**src/rtl/laser_acq_sequencer.sv**
```systemverilog
// laser_acq_sequencer
//   Sequences one laser particle acquisition run: arm on start, wait for the
//   motor zero index, hold laser_start for a programmed number of
//   revolutions, pulse adc_end, hold the detect datapath in reset, then wait
//   for the downstream FIFOs to drain before reporting done.
//
// Ports
//   clk_i, rst_i             clock, synchronous active-high reset
//   acq_start_i              single-cycle start request (IDLE only)
//   acq_abort_i              single-cycle abort request (ARM/ACQ only)
//   rev_target_i             revolutions to acquire, sampled on start
//   motor_zero_flag_i        motor zero index level (synchronous)
//   ddr_vout_fifo_empty_i    DDR vout FIFO empty
//   aurora_tx_emp_i          Aurora TX FIFO empty
//   laser_start_o            acquisition enable
//   adc_end_o                single-cycle end-of-acquisition pulse
//   laser_rst_o              datapath reset
//   acq_busy_o               high in every state except IDLE
//   acq_done_o               single-cycle completion pulse
//   acq_timeout_o            sticky drain-timeout flag
//   rev_cnt_o                revolutions completed in current/last run
//   state_o                  current state encoding (debug)
module laser_acq_sequencer #(
    parameter real         TCQ      = 0.1,   // simulation output delay; not applied in RTL
    parameter int unsigned REV_W    = 16,
    parameter int unsigned RST_HOLD = 8,
    parameter int unsigned DRAIN_TO = 65535
) (
    input  logic             clk_i,
    input  logic             rst_i,
    input  logic             acq_start_i,
    input  logic             acq_abort_i,
    input  logic [REV_W-1:0] rev_target_i,
    input  logic             motor_zero_flag_i,
    input  logic             ddr_vout_fifo_empty_i,
    input  logic             aurora_tx_emp_i,
    output logic             laser_start_o,
    output logic             adc_end_o,
    output logic             laser_rst_o,
    output logic             acq_busy_o,
    output logic             acq_done_o,
    output logic             acq_timeout_o,
    output logic [REV_W-1:0] rev_cnt_o,
    output logic [2:0]       state_o
);

    typedef enum logic [2:0] {
        IDLE  = 3'd0,
        ARM   = 3'd1,
        ACQ   = 3'd2,
        STOP  = 3'd3,
        DRAIN = 3'd4,
        DONE  = 3'd5
    } state_t;

    // One counter serves both the STOP hold and the DRAIN timeout.
    localparam int unsigned CNT_MAX = (RST_HOLD > DRAIN_TO) ? RST_HOLD : DRAIN_TO;
    localparam int unsigned CNT_W   = $clog2(CNT_MAX + 1);
    localparam logic [CNT_W-1:0] HOLD_LAST  = CNT_W'(RST_HOLD - 1);
    localparam logic [CNT_W-1:0] DRAIN_LAST = CNT_W'(DRAIN_TO - 1);

    state_t           state_q, state_d;
    logic             zf_q;
    logic [REV_W-1:0] target_q, target_d;
    logic [REV_W-1:0] rev_cnt_q, rev_cnt_d;
    logic [CNT_W-1:0] cnt_q, cnt_d;
    logic             emp_seen_q, emp_seen_d;
    logic             laser_start_q, laser_start_d;
    logic             adc_end_q, adc_end_d;
    logic             timeout_q, timeout_d;
    logic             laser_rst_q, busy_q, done_q;

    logic zf_rise;
    logic both_empty;

    // zf_q resets to 1 so a flag already high out of reset is not an edge.
    assign zf_rise    = motor_zero_flag_i & ~zf_q;
    assign both_empty = ddr_vout_fifo_empty_i & aurora_tx_emp_i;

    always_comb begin
        state_d       = state_q;
        target_d      = target_q;
        rev_cnt_d     = rev_cnt_q;
        laser_start_d = laser_start_q;
        adc_end_d     = 1'b0;
        timeout_d     = timeout_q;

        case (state_q)
            IDLE: begin
                if (acq_start_i) begin
                    target_d  = rev_target_i;
                    rev_cnt_d = '0;
                    timeout_d = 1'b0;
                    state_d   = ARM;
                end
            end
            ARM: begin
                if (target_q == '0) begin
                    state_d = DONE;
                end else if (acq_abort_i) begin
                    adc_end_d = 1'b1;
                    state_d   = STOP;
                end else if (zf_rise) begin
                    laser_start_d = 1'b1;
                    state_d       = ACQ;
                end
            end
            ACQ: begin
                if (zf_rise && (rev_cnt_q != '1)) begin
                    rev_cnt_d = rev_cnt_q + 1'b1;
                end
                // Abort coinciding with the final edge still yields one pulse.
                if ((zf_rise && (rev_cnt_d == target_q)) || acq_abort_i) begin
                    laser_start_d = 1'b0;
                    adc_end_d     = 1'b1;
                    state_d       = STOP;
                end
            end
            STOP: begin
                if (cnt_q == HOLD_LAST) begin
                    state_d = DRAIN;
                end
            end
            DRAIN: begin
                if (both_empty && emp_seen_q) begin
                    state_d = DONE;
                end else if (cnt_q == DRAIN_LAST) begin
                    timeout_d = 1'b1;
                    state_d   = DONE;
                end
            end
            DONE: begin
                state_d = IDLE;
            end
            default: begin
                state_d = IDLE;
            end
        endcase

        if ((state_d == state_q) && ((state_q == STOP) || (state_q == DRAIN))) begin
            cnt_d = cnt_q + 1'b1;
        end else begin
            cnt_d = '0;
        end

        // Only empties observed while in DRAIN count toward qualification.
        emp_seen_d = (state_q == DRAIN) && both_empty;
    end

    always_ff @(posedge clk_i) begin
        if (rst_i) begin
            state_q       <= IDLE;
            zf_q          <= 1'b1;
            target_q      <= '0;
            rev_cnt_q     <= '0;
            cnt_q         <= '0;
            emp_seen_q    <= 1'b0;
            laser_start_q <= 1'b0;
            adc_end_q     <= 1'b0;
            timeout_q     <= 1'b0;
            laser_rst_q   <= 1'b1;
            busy_q        <= 1'b0;
            done_q        <= 1'b0;
        end else begin
            state_q       <= state_d;
            zf_q          <= motor_zero_flag_i;
            target_q      <= target_d;
            rev_cnt_q     <= rev_cnt_d;
            cnt_q         <= cnt_d;
            emp_seen_q    <= emp_seen_d;
            laser_start_q <= laser_start_d;
            adc_end_q     <= adc_end_d;
            timeout_q     <= timeout_d;
            // State-decoded outputs are registered from the next state so
            // they line up with state_q without a combinational decode.
            laser_rst_q   <= !((state_d == ARM) || (state_d == ACQ));
            busy_q        <= (state_d != IDLE);
            done_q        <= (state_d == DONE);
        end
    end

    assign laser_start_o = laser_start_q;
    assign adc_end_o     = adc_end_q;
    assign laser_rst_o   = laser_rst_q;
    assign acq_busy_o    = busy_q;
    assign acq_done_o    = done_q;
    assign acq_timeout_o = timeout_q;
    assign rev_cnt_o     = rev_cnt_q;
    assign state_o       = state_q;

endmodule

```
**config.mk**
```make
export PLATFORM = sky130hd
export DESIGN_NAME = laser_acq_sequencer
export DESIGN_NICKNAME = d
export VERILOG_FILES = /design/src/rtl/laser_acq_sequencer.sv
export SDC_FILE = /design/constraint.sdc
export NUM_CORES = 1
export LEC_CHECK = 0
export CORE_MARGIN = 3
export CORE_UTILIZATION = 35
export DETAILED_ROUTE_END_ITERATION = 6
export PLACE_DENSITY = 0.57
export SLEW_MARGIN = 20
export SYNTH_ARGS = -nofsm -noshare
export SYNTH_HDL_FRONTEND = slang
export SYNTH_SLANG_ARGS = --single-unit
```
**constraint.sdc**
```tcl
create_clock -name clk_i -period 3.3 [get_ports clk_i]
set_clock_uncertainty 0.1 [all_clocks]
set_input_delay 0.33 -clock clk_i [delete_from_list [all_inputs] [get_ports clk_i]]
set_output_delay 0.33 -clock clk_i [all_outputs]
set_load 0.01 [all_outputs]
```
==> key figures, run 1 <==
Outcome
  • Status: finished clean

CTS
  • Insertion delay to the later sink of the worst-skew pair: 350 ps
  • Hold buffers post-CTS: 0
  • Clk slew on worst S/H paths: 70 ps
  • CTS Root Cell: clkbuf_8
  • Clk sinks: 59
  • CTS Buffer Depth: 2
  • H-tree levels: 3
  • CTS tree: yes
  • Post_cts resized: 0
  • TritonCTS Buffers: 9
  • Post-CTS Setup Bufs: 0

Timing
  • Fin. Hold Viols: 0
  • Worst hold margin: 378 ps
  • Minimum clock period: 2740 ps
  • Least-Margin Pin Slew: 709 ps
  • Min setup slack post-route: 556 ps
  • Fmax: 0.364 GHz
  • RSZ-0062 raised after global routing: false
  • Setup TNS: 0 ps
  • Period utilisation layout: 83.2%
  • Final setup viols: 0
  • Slew HR: 51.5%
  • Final Max Tran Viols: 0

Route
  • First drt pass iteration count: 4
  • Vias per std cell: 5.37
  • Via count: 3,242
  • Final WL: 9150 um
  • Wire per inst: 15.1 um
  • DRC viols: 0
  • Final antenna-violating net count: 0
  • DR iter-0 viols: 153

Yosys
  • Post-synth top area share: 34.8%
  • Syn Area/Cell: 7.82 um^2
  • Synth area leaders: dfxtp_1, nand2_1, a21oi_1
  • Top FF cell, synth: dfxtp_1
  • Ys async rst share: 0%
  • Register area share after synthesis: 34.8%
  • Ys Warns: 0
  • Post-synth top area cell: dfxtp_1
  • Mapped Area: 0.00339 mm^2
  • Post-synthesis cell count: 434
  • Syn nets: 460
  • Synthesized flop and latch total: 59
  • Number of synthesized flops with an enable pin: 0
  • Count of cell types in the netlist: 58

Finish
  • Most common cell after layout, fill and taps aside: nand2_1
  • Diode count: 0
  • Final Util: 44.1%
  • Finished Layout Cells: 604
  • Most frequent cells in the layout: nand2_1, dfxtp_1, clkdlybuf4s50_1
  • Post-Layout Inst Area: 0.00411 mm^2
  • Layout Nets: 496
  • Layout filler cell count: 959
  • Synth-to-Final Area Change: 21.2%
  • Share of cells above drive strength 1: 6.74%

Floorplanning
  • Die H: 104 um
  • Die X: 104 um
  • Row count: 35
  • Initial Util: 36.4%
  • Full die area: 0.0109 mm^2
  • Ports: 48
  • Core area: 0.00933 mm^2

Global routing
  • M2 GR Usage: 28.8%
  • Largest net degree at the start of global routing: 24
  • GR Layer Usage met3: 4.16%
  • Grt total ovfl: 0
  • First-pass GRT wire length: 15,200 um
  • Initial antenna violation count: 0
  • GRT Overall Usage: 17.0%
  • Vias in the first global route: 3,071
  • Met1 GRT Util: 21.7%
  • Gr busiest metal: met2

Worst setup path
  • WS Path Type: flip-flop to flip-flop
  • Startpoint Class: flip-flop
  • Req. time, crit path: 3450 ps
  • CP arrival: 2890 ps
  • Critical Path End Type: flip-flop
  • Crit Path Max Fanout: 9

Power and ir drop
  • Leak pwr: 1.37 nW
  • Tot Pwr: 1.92 mW
  • Worst vdd rail ir drop: 197 uV
  • PwrDens: 468 mW/mm^2

Run
  • Max cap viols: 0

Placed design
  • DP HPWL: 6820 um
  • Placed cell count: 588
  • RD Place Congestion: 0.903
  • Placed cell areas: 0.00393 mm^2
  • Placement Setup Slack: 549 ps
  • Port bufs: 47

Min path
  • Hold crit path type: flip-flop to flip-flop
-- state kept, by name, summed over array words and instances (netlist names) --
| register | flops |
|---|---|
| acq_busy_o | 1 |
| acq_done_o | 1 |
| acq_timeout_o | 1 |
| adc_end_o | 1 |
| cnt_q | 16 |
| emp_seen_q | 1 |
| laser_rst_o | 1 |
| laser_start_o | 1 |
| rev_cnt_o | 16 |
| state_o | 3 |
| target_q | 16 |
| zf_q | 1 |
-- synthesized netlist by cell type, types with 2 or more instances --
cell type / n
a21oi_1: 37
nor4b_1: 4
buf_2: 10
a41oi_1: 2
xnor2_1: 16
o21ai_0: 15
mux2i_1: 2
and2_1: 2
and4_4: 2
dfxtp_1: 59
o21a_1: 3
and4_1: 5
inv_1: 7
clkbuf_1: 12
a211oi_1: 3
and3_1: 4
or3_1: 3
buf_6: 2
nor4_1: 8
buf_4: 3
nand3b_1: 2
nand4_1: 12
o211ai_1: 4
nor3b_1: 4
a311oi_1: 7
nor2b_1: 5
nand2_1: 68
nor3_1: 12
nand2b_1: 3
ha_1: 3
a31oi_1: 6
nand4b_1: 2
xor2_1: 19
nand3_1: 18
nor2_1: 45
a21o_1: 3
-- worst paths after layout --
check | startpoint | end | slack [ps] | cells after the start
worst max register to register | rev_cnt_o[0] | laser_start_o | 560 | 8
worst max-delay path | rev_cnt_o[0] | laser_start_o | 560 | 8
worst min register to register | cnt_q[0] | cnt_q[0] | 380 | 1
worst min-delay path | cnt_q[0] | cnt_q[0] | 380 | 1
-- critical path, stage by stage (launching register included) --
cell and delay [ps]:
dfxtp_1 470, ha_1 360, and3_1 400, nand2_1 140
xnor2_1 150, a2111o_1 430, a211oi_1 230, nand4_1 170
and2_1 190
-- logic make-up (layout without fill, tap and decap cells) --
group | count (synthesis) | in the layout | synth area share, %
muxes | 3 | 3 | 0.922
DFF | 59 | 59 | 34.8
adders and majority gates | 3 | 3 | 1.11
buffers and inverters | 34 | 75 | 4.90
and+or+nand+nor | 207 | 207 | 31.6
AOI/OAI and AO/OA | 93 | 93 | 17.7
xor gates and xnor gates | 35 | 35 | 9.03
-- layer usage --
metal / vias up / routed length, um
met5: - / 0
met4: 0 / 113
met3: 11 / 480
met2: 80 / 4460
met1: 1516 / 4090
li1: 1635 / -
-- cell type report --
cell class | instances | area (um^2) | area share, %
clock buffer | 11 | 141 | 3.44
clock inverter | 5 | 38.8 | 0.943
inverter | 7 | 26.3 | 0.639
multi-input combinational | 341 | 2050 | 50.0
sequential | 59 | 1180 | 28.7
tap | 129 | 161 | 3.93
timing repair buffer | 52 | 508 | 12.4
-- report_power, final --
part / internal, mW / switching, mW
Combinational: 0.214 / 0.276
Clock: 0.294 / 0.312
Sequential: 0.763 / 0.0640
Total: 1.27 / 0.652
(Power assumes the default switching activity.)
==> run 2: changes to the inputs <==
- PLACE_DENSITY: 0.57 -> 0.59
- clock period: 3.3 -> 2.5 ns (I/O delays scaled with it)
==> run 2 against run 1 <==
Global-route usage up 0.80 points. Utilization rose by 2.8 points. Via count increased by 4.1%. Fmax increased by 16%. Critical path type unchanged. Critical endpoint is now adc_end_o. Largest cell class unchanged. Largest power group unchanged. Highest routed layer unchanged.
==> key figures, run 2 (synthesis gave the netlist of run 1 again) <==
Worst setup path
  • CP bufs+invs: 1 (+1)
  • Req. time, crit path: 2660 ps (-790 ps)
  • CP Cell Sequence: ha_1, buf_4, nand3_1, a211oi_4, a211oi_1, nand4b_1, a211oi_1, nand4_1, a21oi_1
  • CP top delay family: compound AO/OA/AOI/OAI gates
  • CP arrival: 2520 ps (-370 ps)
  • WS Path Type: flip-flop to flip-flop
  • Crit-path slowest cell: dfxtp_1
  • Crit Path Max Fanout: 7 (-2)
  • Startpoint Class: flip-flop
  • CP max stage delay: 420 ps (-50 ps)
  • CP most frequent cell: a211oi_1
  • Critical Path End Type: flip-flop

Finish
  • Synth-to-Final Area Change: 28.8%
  • Most frequent cells in the layout: nand2_1, dfxtp_1, clkdlybuf4s50_1
  • Diode count: 0 (unchanged)
  • Most common cell after layout, fill and taps aside: nand2_1
  • Layout Nets: 524 (+5.6%)
  • Storage cell area: 0.00118 mm^2 (unchanged)
  • Layout filler cell count: 938 (-2.2%)
  • Share of cells above drive strength 1: 12.9% (+6.2 points)
  • Multi-input logic area: 0.00208 mm^2 (+1.4%)

Route
  • DRC viols: 0 (unchanged)
  • Vias per std cell: 5.34 (-0.48%)
  • Wire per inst: 15.3 um (+1.3%)
  • Via count: 3,376 (+4.1%)
  • DR iter-0 viols: 162 (+5.9%)
  • First drt pass iteration count: 4 (unchanged)
  • Final antenna-violating net count: 0 (unchanged)
  • Final WL: 9690 um (+6.0%)

Floorplanning
  • Row count: 35 (unchanged)
  • Full die area: 0.0109 mm^2 (unchanged)
  • Ports: 48 (unchanged)
  • Die H: 104 um (unchanged)
  • Initial Util: 36.4% (unchanged)
  • Core area: 0.00933 mm^2 (unchanged)
  • Die X: 104 um (unchanged)

Timing
  • Final setup viols: 0 (unchanged)
  • Period utilisation layout: 94.4% (+11 points)
  • Fmax: 0.424 GHz (+16%)
  • Minimum clock period: 2360 ps (-385 ps)
  • Least-Margin Pin Slew: 517 ps (-193 ps)
  • Slew HR: 65.3% (+14 points)
  • Final Max Tran Viols: 0 (unchanged)
  • RSZ-0062 raised after global routing: false
  • Fin. Hold Viols: 0 (unchanged)
  • Setup TNS: 0 ps (unchanged)

Min path
  • Hold crit path type: input port to flip-flop

Run
  • Max cap viols: 0 (unchanged)

Global routing
  • Grt total ovfl: 0 (unchanged)
  • First-pass GRT wire length: 15,900 um (+4.6%)
  • GRT Overall Usage: 17.8% (+0.80 points)
  • Vias in the first global route: 3,245 (+5.7%)
  • Largest net degree at the start of global routing: 22 (-8.3%)
  • Initial antenna violation count: 0 (unchanged)

CTS
  • Post-CTS Setup Bufs: 0 (unchanged)
  • Insertion delay to the later sink of the worst-skew pair: 350 ps (about the same)
  • Clk sinks: 59 (unchanged)
  • H-tree levels: 3 (unchanged)
  • CTS tree: yes
  • CTS Root Cell: clkbuf_8
  • TritonCTS Buffers: 9 (unchanged)
  • Clk slew on worst S/H paths: 70 ps (about the same)
  • CTS Buffer Depth: 2 (unchanged)
  • Hold buffers post-CTS: 0 (unchanged)

Power and ir drop
  • Share of power burned in the clock network: 33.3% (+1.8 points)
  • Part of the power in registers: 39.6% (-3.4 points)
  • Worst vdd rail ir drop: 278 uV (+41%)
  • PwrDens: 615 mW/mm^2 (+31%)
  • Switching portion of total power: 32.6% (-1.3 points)
  • Leak pwr: 1.54 nW (+13%)
  • Comb power frac: 27.1% (+1.6 points)
  • Internal power: 1.81 mW (+42%)
  • Switching pwr: 877 uW (+35%)
  • Tot Pwr: 2.69 mW (+40%)

Placed design
  • RD Place Congestion: 0.896 (-0.74%)
  • Port bufs: 47 (unchanged)
  • DP HPWL: 7300 um (+7.1%)

Outcome
  • Status: finished clean
## run 2: cell count changes in the layout (fill, tap and decap cells not counted), moves of 2 or more
cell	previous run	this run
buf_4	5	33
clkinv_2	0	2
clkinvlp_4	4	2
nor4b_1	4	1
nor4b_2	0	3
## run 2: through the flow
stage               setup slack, ps  instances  area (um^2)  util (%)  hold slack [ps]
finish                          141        632         4370      46.9              353
global route                  0.991        632         4370      46.9              369
detailed placement             8.97        616         4140      44.4              367
CTS                             116        632         4340      46.6              341
global placement               39.6        616         4140      44.4              351
floorplan                      71.1        434         3390         -              257
## run 2: what timing repair did
item | CTS | global route
hold endpoints to repair | 0 | 0
resized for setup | 0 | 6
setup endpoints to repair | 0 | 20
## run 2: final timing paths
check / start / endpoint / slack [ps] / cells after the start
setup reg to reg: rev_cnt_o[1] / adc_end_o / 140 / 9
hold / removal: rev_target_i[0] / target_q[0] / 350 / 3
hold reg to reg: cnt_q[0] / cnt_q[0] / 380 / 1
setup / recovery: rev_cnt_o[1] / adc_end_o / 140 / 9
## run 2: final cells by class
type	count	share of cell area (%)
Clock buffer	10	3.15
Timing Repair Buffer	80	16.4
Multi-Input combinational cell	341	47.7
Inverter	7	0.601
Clock inverter	6	1.46
Sequential cell	59	27.0
Tap cell	129	3.69
## run 2: power by group through the flow
stage | clock, mW | combinational [mW] | sequential, mW
2_1_floorplan | 0 | 0.429 | 1.09
3_3_place_gp | 0 | 0.720 | 1.08
3_5_place_dp | 0 | 0.723 | 1.09
4_1_cts | 0.915 | 0.726 | 1.06
5_1_grt | 0.951 | 0.806 | 1.07
6_report | 0.894 | 0.729 | 1.06
## run 2: per-layer routing
| metal | vias up | part of all wire [%] | wire, um | track usage [%] |
|---|---|---|---|---|
| met5 | - | 0 | 0 | 0 |
| met3 | 23 | 6.1 | 596 | 4.03 |
| li1 | 1680 | - | - | - |
| met4 | 0 | 2.4 | 236 | 8.74 |
| met2 | 106 | 45 | 4320 | 28.0 |
| met1 | 1567 | 47 | 4540 | 23.0 |
## run 2: worst reg2reg max path: stages, from the launching register on
cell,delay [ps]
dfxtp_1,420
ha_1,190
buf_4,150
nand3_1,200
a211oi_4,290
a211oi_1,150
nand4b_1,190
a211oi_1,210
nand4_1,170
a21oi_1,210
==> run 3: changes to the inputs <==
- CORE_MARGIN: 3 -> default
- PLACE_DENSITY: 0.59 -> 0.57
- clock period: 2.5 -> 2.53 ns (I/O delays scaled with it)
==> run 3 against run 2 <==
Sequential share of layout area grew 0.11 points. Non-clock buffer count shrank 2. Count of clock-buffer cells in the layout grew 2. First-iteration DRC count grew 40%. Global-route usage grew 2.5 points. Largest cell class unchanged. Die area shrank 7.5%. Critical path depth is the same.
==> key figures, run 3 (synthesis gave the netlist of run 1 again) <==
Outcome
  • Status: finished clean

Finish
  • Storage cell area: 0.00118 mm^2 (+0.11%)
  • Synth-to-Final Area Change: 28.4%
  • Finished Layout Cells: 630 (-0.32%)
  • Multi-input logic area: 0.00206 mm^2 (-1.3%)
  • Layout Nets: 522 (-0.38%)
  • Most common cell after layout, fill and taps aside: nand2_1
  • Layout filler cell count: 938 (unchanged)
  • Diode count: 0 (unchanged)
  • Share of cells above drive strength 1: 12.2% (-0.75 points)
  • Most frequent cells in the layout: nand2_1, dfxtp_1, clkdlybuf4s50_1

Worst setup path
  • Worst R2R Start: rev_cnt_o[1]
  • CP Cell Sequence: ha_1, buf_4, nand3_1, a211oi_2, a211oi_1, nand4b_1, a211oi_1, nand4_1, and2_1
  • R2r setup slk: 140 ps (about the same)
  • Req. time, crit path: 2670 ps (about the same)
  • Critical Path End Type: flip-flop
  • R2r endpoint: laser_start_o
  • Startpoint Class: flip-flop
  • Crit Path Max Fanout: 7 (unchanged)
  • CP most frequent cell: a211oi_1
  • CP arrival: 2520 ps (about the same)
  • FF-to-FF path depth: 9 (unchanged)
  • WS Path Type: flip-flop to flip-flop
  • Crit-path slowest cell: dfxtp_1
  • CP max stage delay: 410 ps (about the same)

Route
  • Wire per inst: 15.6 um (+1.7%)
  • Vias per std cell: 5.40 (+1.1%)
  • Final WL: 9830 um (+1.4%)
  • DRC viols: 0 (unchanged)
  • Final antenna-violating net count: 0 (unchanged)
  • DR iter-0 viols: 227 (+40%)
  • Via count: 3,402 (+0.77%)
  • First drt pass iteration count: 4 (unchanged)

Timing
  • Worst hold margin: 359 ps (+6.06 ps)
  • Minimum clock period: 2390 ps (+27.6 ps)
  • Period utilisation layout: 94.3% (about the same)
  • Fmax: 0.419 GHz (-1.2%)
  • Final Max Tran Viols: 0 (unchanged)
  • Least-Margin Pin Slew: 561 ps (+43.9 ps)
  • Final setup viols: 0 (unchanged)
  • Fin. Hold Viols: 0 (unchanged)
  • Slew HR: 62.3% (-3.0 points)

CTS
  • TritonCTS Buffers: 9 (unchanged)
  • CTS Root Cell: clkbuf_8
  • H-tree levels: 3 (unchanged)
  • Clk slew on worst S/H paths: 70 ps (about the same)
  • Clk sinks: 59 (unchanged)
  • CTS tree: yes
  • CTS Buffer Depth: 2 (unchanged)
  • Insertion delay to the later sink of the worst-skew pair: 340 ps (about the same)
  • Hold buffers post-CTS: 0 (unchanged)

Floorplanning
  • Core area: 0.00933 mm^2 (unchanged)
  • Die H: 100 um (-3.8%)
  • Ports: 48 (unchanged)
  • Full die area: 0.0101 mm^2 (-7.5%)
  • Row count: 35 (unchanged)
  • Die X: 100 um (-3.8%)
  • Initial Util: 36.4% (unchanged)

Power and ir drop
  • Switching pwr: 842 uW (-4.0%)
  • Part of the power in registers: 38.3% (-1.3 points)
  • Internal power: 1.91 mW (+5.5%)
  • Leak pwr: 1.54 nW (about the same)
  • PwrDens: 632 mW/mm^2 (+2.7%)
  • Switching portion of total power: 30.6% (-2.0 points)
  • Share of power burned in the clock network: 35.7% (+2.4 points)
  • Comb power frac: 26.0% (-1.1 points)
  • Worst vdd rail ir drop: 365 uV (+31%)

Placed design
  • Placed cell count: 612 (-0.65%)
  • RD Place Congestion: 0.903 (+0.78%)
  • Port bufs: 47 (unchanged)
  • DP HPWL: 7350 um (+0.68%)

Min path
  • Hold Crit Start: rev_target_i[3]
  • Hold Path Sink: target_q[3]
  • Hold crit path type: input port to flip-flop
  • Worst hold path stage count: 3 (unchanged)

Global routing
  • Largest net degree at the start of global routing: 22 (unchanged)
  • First-pass GRT wire length: 16,100 um (+1.4%)
  • Initial antenna violation count: 0 (unchanged)
  • GRT Overall Usage: 20.3% (+2.5 points)
  • Vias in the first global route: 3,251 (+0.18%)
  • Grt total ovfl: 0 (unchanged)

Run
  • Max cap viols: 0 (unchanged)
run 3: worst max path at each step:
stage	startpoint	end	slack (ps)
2_1_floorplan	rev_cnt_o[0]	laser_start_o	100
3_5_place_dp	motor_zero_flag_i	laser_start_o	20
6_report	rev_cnt_o[1]	laser_start_o	140
3_3_place_gp	motor_zero_flag_i	laser_rst_o	60
5_1_grt	rev_cnt_o[1]	adc_end_o	-1
4_1_cts	rev_cnt_o[0]	laser_start_o	120
run 3: power groups by stage:
| stage | Combinational, mW | Clock [mW] | Sequential, mW |
|---|---|---|---|
| 3_5_place_dp | 0.711 | 0 | 1.08 |
| 3_3_place_gp | 0.707 | 0 | 1.07 |
| 2_1_floorplan | 0.424 | 0 | 1.07 |
| 6_report | 0.715 | 0.983 | 1.05 |
| 4_1_cts | 0.714 | 1.01 | 1.06 |
| 5_1_grt | 0.788 | 1.05 | 1.06 |
run 3: cell type report:
cell class	count	share of cell area [%]
Multi-Input combinational cell	341	47.2
Sequential cell	59	27.1
Timing Repair Buffer	78	16.1
Tap cell	129	3.70
Clock buffer	12	3.56
Clock inverter	4	1.67
Inverter	7	0.603
run 3: per-layer routing:
metal	share of wire, %	global-route usage (%)	up-vias
met5	0	0	-
met4	1.5	7.25	0
met3	5.8	4.16	13
met2	49	34.7	103
met1	44	25.4	1605
li1	-	-	1681
run 3: critical path, delay by kind of cell (launching register included):
kind / cells / cell delay (ps)
flops: 1 / 410
buf+inv: 1 / 150
simple gates: 4 / 750
fa+ha+maj: 1 / 190
compound gates: 3 / 680
run 3: per-stage QoR:
stage	setup TNS, ps	util [%]	cell area, um^2	total power [mW]	setup WS [ps]
2_1_floorplan	0	-	3390	1.50	101
3_3_place_gp	0	44.1	4110	1.78	60.9
3_5_place_dp	0	44.1	4110	1.79	22.8
4_1_cts	0	46.5	4340	2.78	123
5_1_grt	-1.26	46.7	4360	2.90	-1.26
6_report	0	46.7	4360	2.75	143
run 3: what timing repair did:
item / 4_1_cts / 5_1_grt
setup buffers: 0 / 2
hold endpoints to repair: 0 / 0
resized for setup: 0 / 4
setup endpoints to repair: 0 / 19
